===== config.mk =====
export PLATFORM = sky130hd
export DESIGN_NAME = pipe_add_flat
export DESIGN_NICKNAME = d
export VERILOG_FILES = /design/src/rtl/pipe_add_if.sv /design/src/rtl/pipe_add.sv /design/src/flat_wrapper.sv
export SDC_FILE = /design/constraint.sdc
export NUM_CORES = 1
export LEC_CHECK = 0
export ABC_CLOCK_PERIOD_IN_PS = 3200
export BUFFER_PORTS_ARGS = -buffer_cell sky130_fd_sc_hd__buf_4
export CAP_MARGIN = 0
export CORE_ASPECT_RATIO = 0.9
export CORE_UTILIZATION = 58
export DETAILED_ROUTE_END_ITERATION = 8
export GPL_ROUTABILITY_DRIVEN = 0
export PLACE_DENSITY_LB_ADDON = 0.2
export SLEW_MARGIN = 10
export SYNTH_ARGS = -nofsm -noshare
export SYNTH_HDL_FRONTEND = slang
export SYNTH_SLANG_ARGS = --single-unit

===== constraint.sdc =====
create_clock -name clk -period 3.2 [get_ports clk]
set_input_delay 0.8 -clock clk [delete_from_list [all_inputs] [get_ports clk]]
set_output_delay 0.8 -clock clk [all_outputs]
set_load 0.02 [all_outputs]

===== src/rtl/pipe_add_if.sv =====
`default_nettype none
// +----------------------------------------------------------------------+
// | Interface   : pipe_add_if                                            |
// | Description : Operand/result handshake bundle for pipe_add.          |
// |               Signal sub exists only when PIPE_ADD_SUB_EN is set.    |
// | Revision    : 1.0  initial release                                   |
// +----------------------------------------------------------------------+
interface pipe_add_if #(
  parameter int WIDTH = 32
);
  logic             in_valid;
  logic             in_ready;
  logic [WIDTH-1:0] a;
  logic [WIDTH-1:0] b;
  logic             cin;
`ifdef PIPE_ADD_SUB_EN
  logic             sub;
`endif
  logic             out_valid;
  logic             out_ready;
  logic [WIDTH-1:0] sum;
  logic             cout;
  logic             ovf;

  // Producer/consumer side (testbench or upstream logic)
  modport master (
`ifdef PIPE_ADD_SUB_EN
    output sub,
`endif
    output in_valid, a, b, cin, out_ready,
    input  in_ready, out_valid, sum, cout, ovf
  );

  // Adder side
  modport slave (
`ifdef PIPE_ADD_SUB_EN
    input  sub,
`endif
    input  in_valid, a, b, cin, out_ready,
    output in_ready, out_valid, sum, cout, ovf
  );
endinterface
`default_nettype wire


===== src/rtl/pipe_add.sv =====
`default_nettype none
// +----------------------------------------------------------------------+
// | Module      : pipe_add                                               |
// | Description : Segmented carry-pipelined adder. Each stage adds one   |
// |               SEG-bit segment and passes its carry to the next stage.|
// |               Valid/ready handshake with per-stage bubble collapse.  |
// |               Define PIPE_ADD_SUB_EN to add the sub (a - b) input.   |
// | Revision    : 1.0  initial release                                   |
// +----------------------------------------------------------------------+
module pipe_add #(
  parameter int WIDTH = 32,
  parameter int SEG   = 8
) (
  input  logic      clk,
  input  logic      rst_n,
  pipe_add_if.slave bus
);
  localparam int STAGES = WIDTH / SEG;

  if (SEG < 1 || WIDTH < SEG || (WIDTH % SEG) != 0) begin : g_bad_cfg
    $error("pipe_add: WIDTH must be a nonzero multiple of SEG");
  end

  logic [STAGES-1:0] valid_d, valid_q;
  logic [STAGES-1:0] adv;   // stage k hands its contents on this cycle
  logic [STAGES-1:0] load;  // stage k captures new contents this cycle
  logic [STAGES:0]   take;  // position k can accept data this cycle

  // Back-pressure chain, walked from the output toward the input.
  always_comb begin
    take         = '0;
    adv          = '0;
    take[STAGES] = bus.out_ready;
    for (int k = STAGES - 1; k >= 0; k--) begin
      adv[k]  = valid_q[k] && take[k+1];
      take[k] = !valid_q[k] || adv[k];
    end
    load    = adv << 1;
    load[0] = bus.in_valid && take[0];
    valid_d = (valid_q & ~adv) | load;
  end

  // Valid bits; reset drops every in-flight operation at once.
  always_ff @(posedge clk or negedge rst_n) begin
    if (!rst_n) valid_q <= '0;
    else        valid_q <= valid_d;
  end

  // in_ready looks only at state and out_ready, never at in_valid.
  assign bus.in_ready  = take[0];
  assign bus.out_valid = valid_q[STAGES-1];

  for (genvar k = 0; k < STAGES; k++) begin : g_stage
    localparam int LO   = k * SEG;      // first bit of the segment added here
    localparam int DONE = LO + SEG;     // result bits complete after this stage
    localparam int REM  = WIDTH - DONE; // operand bits still waiting upstream

    logic [WIDTH-LO-1:0] a_up;     // operand bits from this segment upward
    logic [WIDTH-LO-1:0] b_up;
    logic                sub_up;
    logic                cin_up;
    logic [DONE-1:0]     sum_new;
    logic [DONE-1:0]     sum_d, sum_q;
    logic [SEG-1:0]      b_eff;
    logic [SEG:0]        seg_res;
    logic                carry_d, carry_q;

    if (k == 0) begin : g_src_in
      assign a_up    = bus.a;
      assign b_up    = bus.b;
`ifdef PIPE_ADD_SUB_EN
      // Subtraction is a + ~b + 1, so the external carry is overridden.
      assign sub_up  = bus.sub;
      assign cin_up  = bus.sub | bus.cin;
`else
      assign sub_up  = 1'b0;
      assign cin_up  = bus.cin;
`endif
      assign sum_new = seg_res[SEG-1:0];
    end else begin : g_src_prev
      assign a_up    = g_stage[k-1].g_fwd.a_q;
      assign b_up    = g_stage[k-1].g_fwd.b_q;
      assign sub_up  = g_stage[k-1].g_fwd.sub_q;
      assign cin_up  = g_stage[k-1].carry_q;
      assign sum_new = {seg_res[SEG-1:0], g_stage[k-1].sum_q};
    end

    // Segment adder; b is inverted here so sub travels through unmodified.
    always_comb begin
      b_eff   = b_up[SEG-1:0] ^ {SEG{sub_up}};
      seg_res = {1'b0, a_up[SEG-1:0]} + {1'b0, b_eff} + {{SEG{1'b0}}, cin_up};
    end

    // Result bits and carry are captured only when the stage loads.
    always_comb begin
      sum_d   = load[k] ? sum_new : sum_q;
      carry_d = load[k] ? seg_res[SEG] : carry_q;
    end

    // Result and carry registers.
    always_ff @(posedge clk or negedge rst_n) begin
      if (!rst_n) begin
        sum_q   <= '0;
        carry_q <= 1'b0;
      end else begin
        sum_q   <= sum_d;
        carry_q <= carry_d;
      end
    end

    if (REM > 0) begin : g_fwd
      logic [REM-1:0] a_d, a_q;
      logic [REM-1:0] b_d, b_q;
      logic           sub_d, sub_q;

      // Untouched upper operand bits ride along with the operation.
      always_comb begin
        a_d   = load[k] ? a_up[WIDTH-LO-1:SEG] : a_q;
        b_d   = load[k] ? b_up[WIDTH-LO-1:SEG] : b_q;
        sub_d = load[k] ? sub_up : sub_q;
      end

      // Forwarded operand registers.
      always_ff @(posedge clk or negedge rst_n) begin
        if (!rst_n) begin
          a_q   <= '0;
          b_q   <= '0;
          sub_q <= 1'b0;
        end else begin
          a_q   <= a_d;
          b_q   <= b_d;
          sub_q <= sub_d;
        end
      end
    end else begin : g_last
      logic ovf_d, ovf_q;

      // MSB sum bit = a ^ b ^ carry_in, so carry-in to the MSB is recoverable.
      always_comb begin
        ovf_d = load[k] ? (seg_res[SEG] ^ seg_res[SEG-1] ^ a_up[SEG-1] ^ b_eff[SEG-1])
                        : ovf_q;
      end

      // Overflow flag register.
      always_ff @(posedge clk or negedge rst_n) begin
        if (!rst_n) ovf_q <= 1'b0;
        else        ovf_q <= ovf_d;
      end

      assign bus.sum  = sum_q;
      assign bus.cout = carry_q;
      assign bus.ovf  = ovf_q;
    end
  end
endmodule
`default_nettype wire


===== src/flat_wrapper.sv =====
// flat-port wrapper written by rule: the top's interface ports become plain ports
module pipe_add_flat 
#(
  parameter int WIDTH = 32,
  parameter int SEG   = 8
)
  (clk, rst_n, bus_in_valid, bus_a, bus_b, bus_cin, bus_out_ready, bus_in_ready, bus_out_valid, bus_sum, bus_cout, bus_ovf);
  pipe_add_if #(.WIDTH(WIDTH)) bus_i ();
  input  logic clk;
  input  logic rst_n;
  input wire logic [$bits(bus_i.in_valid)-1:0] bus_in_valid;
  input wire logic [$bits(bus_i.a)-1:0] bus_a;
  input wire logic [$bits(bus_i.b)-1:0] bus_b;
  input wire logic [$bits(bus_i.cin)-1:0] bus_cin;
  input wire logic [$bits(bus_i.out_ready)-1:0] bus_out_ready;
  output wire logic [$bits(bus_i.in_ready)-1:0] bus_in_ready;
  output wire logic [$bits(bus_i.out_valid)-1:0] bus_out_valid;
  output wire logic [$bits(bus_i.sum)-1:0] bus_sum;
  output wire logic [$bits(bus_i.cout)-1:0] bus_cout;
  output wire logic [$bits(bus_i.ovf)-1:0] bus_ovf;
  assign bus_i.in_valid = bus_in_valid;
  assign bus_i.a = bus_a;
  assign bus_i.b = bus_b;
  assign bus_i.cin = bus_cin;
  assign bus_i.out_ready = bus_out_ready;
  assign bus_in_ready = bus_i.in_ready;
  assign bus_out_valid = bus_i.out_valid;
  assign bus_sum = bus_i.sum;
  assign bus_cout = bus_i.cout;
  assign bus_ovf = bus_i.ovf;
  pipe_add #(.WIDTH(WIDTH), .SEG(SEG)) u_core (.clk(clk), .rst_n(rst_n), .bus(bus_i));
endmodule

==> results.md <==
- After routing the design area is 9650 µm².
- Measured in cells, the most critical reg-to-reg path has a length of 9.
- The post-route netlist has 22.7% of its cells at a drive strength greater than 1.
- Setup violations remaining at the end of the flow were counted as 0.
- Cell internal power was estimated by the tool at 5.87 mW.
- The number of buffers inserted to repair setup after CTS is 0.
- In this run, distinct cell masters in the synthesized netlist total 36.
- Registers are responsible for 41.8% of the overall power.
- For this run, the total global-route usage over all layers was measured as 22.5%.
- The maximum number of pins on one net before global-route repair is 65.
- The combinational cell fraction of total power is 32.5%.
- For the worst setup path, the data required time is 2.40 ns.
- In this run the number of H-tree levels came out at 4.
- The count of input and output buffers is 104.
- The number of nets in the synthesized netlist is 678.
- Walking the worst path, the cells encountered are buf_4, nor2b_1, nand4_1, buf_4.
- The number of top-level pins is 105.
- The mean cell area of the mapped netlist is 13.9 µm².
- The class of the tightest hold or removal check is in -> async.
- The number of buffers created by CTS is 17.
- The tool flagged a number of max-cap violations equal to 0.
- The warning count from the yosys run is 0.
- On the final layout, the worst clock skew is 0.00944 ns.
- TritonCTS built the clock tree.
- In this run the cell area measured after placement is 9030 µm².
- After layout, the minimum clock period comes to 2.52 ns.
- Counting stages on the worst path, the most repeated cell is buf_4.
- For the pin with the worst max-slew slack, the measured transition is 0.555 ns.
- The run finished, with violations left.
- The residual DRC count is 5.
- After synthesis, the most frequently instantiated cells are 185 x dfrtp_1, 149 x mux2_1, 36 x nand2_1, 30 x o21ai_1, 28 x ha_1.
- The count of final max-slew check failures is 0.
- The number of nets in the finished design is 789.
- The cell row count is 40.
- After detailed routing, the number of vias per cell comes to 5.43.
- The data arrival time of the critical path is 1.72 ns.
- The part of the cycle the worst path needs is 78.9%.
- The die covers 14200 µm².
- For this design, the sink count on the clock tree is 185.
- Compared with the post-synthesis result, the final layout area differs by 21.0%.
- The width of the die is 126 µm.
- The static power due to leakage is 4.48 nW.
- The first global-routing pass estimated 24800 µm of wire.
- The delay of the slowest critical-path stage is 0.31 ns.
- The critical-path cell with the highest stage delay is nand4_1.
- The number of filler cells placed in the layout is 936.
- Setup repair after global routing left no endpoint under its margin.
- The critical path is of the in -> out type.
- The starting density of the core is 59.7%.
- For this design the total switching power over the nets is 2.72 mW.
- Once detail routing completed, the nets flagged for antenna violations numbered 0.
- In this run the power density over the cells is 890 nW/µm².
- Detailed placement finished with a half-perimeter wire length of 9760 µm.
- The first routing iteration left 243 violations.
- The library cell with the largest summed area after synthesis is dfrtp_1.
- Adding up every negative setup slack in the final design gives 0 ns.
- The routed layout has 4689 vias.
- Sorting the synthesized cells by area gives the leading types as dfrtp_1 58%, mux2_1 21%, ha_1 4.4%, fa_1 2.0%, xnor2_1 2.0%.
- By instance count, the leading cell after synthesis is dfrtp_1.
- The total routed wirelength is 14300 µm.
- Headroom to the max-slew limit came out at 63.0%.
- The cell area that synthesis handed to floorplanning was 7980 µm².
- The final-report hold violation count is 0.
- The main flop type after synthesis is dfrtp_1.
- The area share of the leading cell type in the synthesized netlist is 58.0%.
- STA classifies the critical path startpoint as a primary input.
- The share of the yosys chip area belonging to registers is 58.0%.
- The routed wirelength normalized by instance count is 16.5 µm.
- The CTS clock-pin slew for the worst setup and hold paths is 0.07 ns.
- The die height is 113 µm.
- The worst setup path is captured at an output port.
- The clock network burns 25.7% of the power.
- The initial antenna violation count is 0.
- At the later pin of the worst-skew pair, clock insertion delay measures 0.42 ns.
- The via count of the first global-routing pass is 5135.
- The number of antenna diodes in the final layout is 0.
- The top fanout value on the critical path is 5.
- The length of the first detailed-routing pass in iterations is 6.
- The clock passes through at most 2 buffers.
- In this run the critical register-to-register path is launched from u_core.g_stage[2].g_fwd.b_q[0]$_DFFE_PN0P_.
- The total congestion overflow is 0.
- The final reports fail on design-rule violations.
- The number of gates resized after CTS was 0.
- The region available for standard cell placement spans 13400 µm².
- The switching power share of the total is 31.7%.
- The number of flops mapped to enable cells by yosys is 0.
- The start point of the critical path is bus_out_ready.
- The tree is rooted in a clkbuf_16.
- The hold buffer count at CTS is 0.
- The gate count after technology mapping is 573.
- Counting flops with an async set or reset pin after synthesis yields a share of 100%.
- In this run, synthesis produced a sequential element count of 185.
- For this run, the top clock speed supported by timing is 0.396 GHz.
- The maximum VDD drop is 0.506 mV.
[placed cells by master, fill, tap and decap left out, types with 2 or more instances in the layout]
cell          n
a211o_1       2
a21o_1       11
a21oi_1      12
a21oi_2       3
a31oi_1       2
buf_12        6
buf_4       107
bufinv_16     4
clkbuf_16    17
clkbuf_8      2
clkinv_1      2
clkinv_2      4
clkinvlp_4    2
dfrtp_1     185
fa_1          8
ha_1         28
inv_1        16
mux2_1      149
nand2_1      34
nand2_2       3
nand2b_1      5
nand3_1       5
nor2_1        4
nor2b_1       3
o21a_1        3
o21ai_1      30
o21bai_1      4
o311ai_1      2
or2_2         4
xnor2_1      18
xor2_1        7
[power groups by stage]
stage / registers (mW) / clock network [mW] / logic [mW]
final: 3.59 / 2.21 / 2.79
after global placement: 3.58 / 0 / 2.69
after detailed placement: 3.63 / 0 / 2.81
after global routing: 3.69 / 2.34 / 3.11
after CTS: 3.60 / 2.23 / 2.83
after floorplan: 3.74 / 0 / 1.71
[final cells by class]
class / count / area (µm²) / area share (%)
clock buffers: 19 / 453 / 4.69
clock inverters: 12 / 173 / 1.79
inverters: 18 / 67.6 / 0.700
multi-input cells: 348 / 3180 / 33.0
flip-flops and latches: 185 / 4630 / 48.0
well taps: 168 / 210 / 2.18
repair buffers: 114 / 935 / 9.68
[worst paths after layout]
path	endpoint	slack [ns]
max	bus_in_ready	0.68
max in group asynchronous	u_core.bus.sum[13]$_DFFE_PN0P_	2.00
min	u_core.bus.sum[25]$_DFFE_PN0P_	0.33
max reg2reg	u_core.bus.ovf$_DFFE_PN0P_	0.70
min reg2reg	u_core.g_stage[2].sum_q[21]$_DFFE_PN0P_	0.48
min in group clk	u_core.g_stage[2].sum_q[21]$_DFFE_PN0P_	0.48
[per-stage QoR]
stage	instances	util (%)	worst slack [ns]	total power, mW	hold slack, ns
2_1_floorplan	573	-	0.702	5.46	0.441
3_3_place_gp	833	67.5	0.516	6.27	0.462
3_5_place_dp	833	67.5	0.477	6.43	0.468
4_1_cts	864	72.2	0.682	8.66	0.354
5_1_grt	864	72.2	0.548	9.14	0.371
6_report	864	72.2	0.675	8.59	0.328
[sequential cells by signal (all words and copies together), names as in the netlist]
register and cells:
u_core.bus.cout 1, u_core.bus.ovf 1, u_core.bus.sum 32, u_core.g_stage.carry_q 3, u_core.g_stage.g_fwd.a_q 48, u_core.g_stage.g_fwd.b_q 48
u_core.g_stage.sum_q 48, u_core.valid_q 4
[cell families after synthesis]
family          Yosys count  synth area share [%]
buf+inv                  40                  2.16
compound gates           74                  5.77
fa+ha+maj                36                  6.40
flops                   185                  58.0
mux                     150                  21.2
simple gates             62                  3.54
xor+xnor                 26                  2.95
[routing by layer]
metal	routed length [µm]	GRT usage (%)	up-vias
li1	-	-	2216
met1	6310	28.1	2373
met2	7110	38.3	87
met3	627	5.58	13
met4	210	7.72	0
met5	0	0	-
[critical path: cells and delay by family]
family	cells	cell delay [ns]
buffers and inverters	2	0.38
AND/OR/NAND/NOR	2	0.54
No activity file was read; power rests on OpenSTA's default activity.
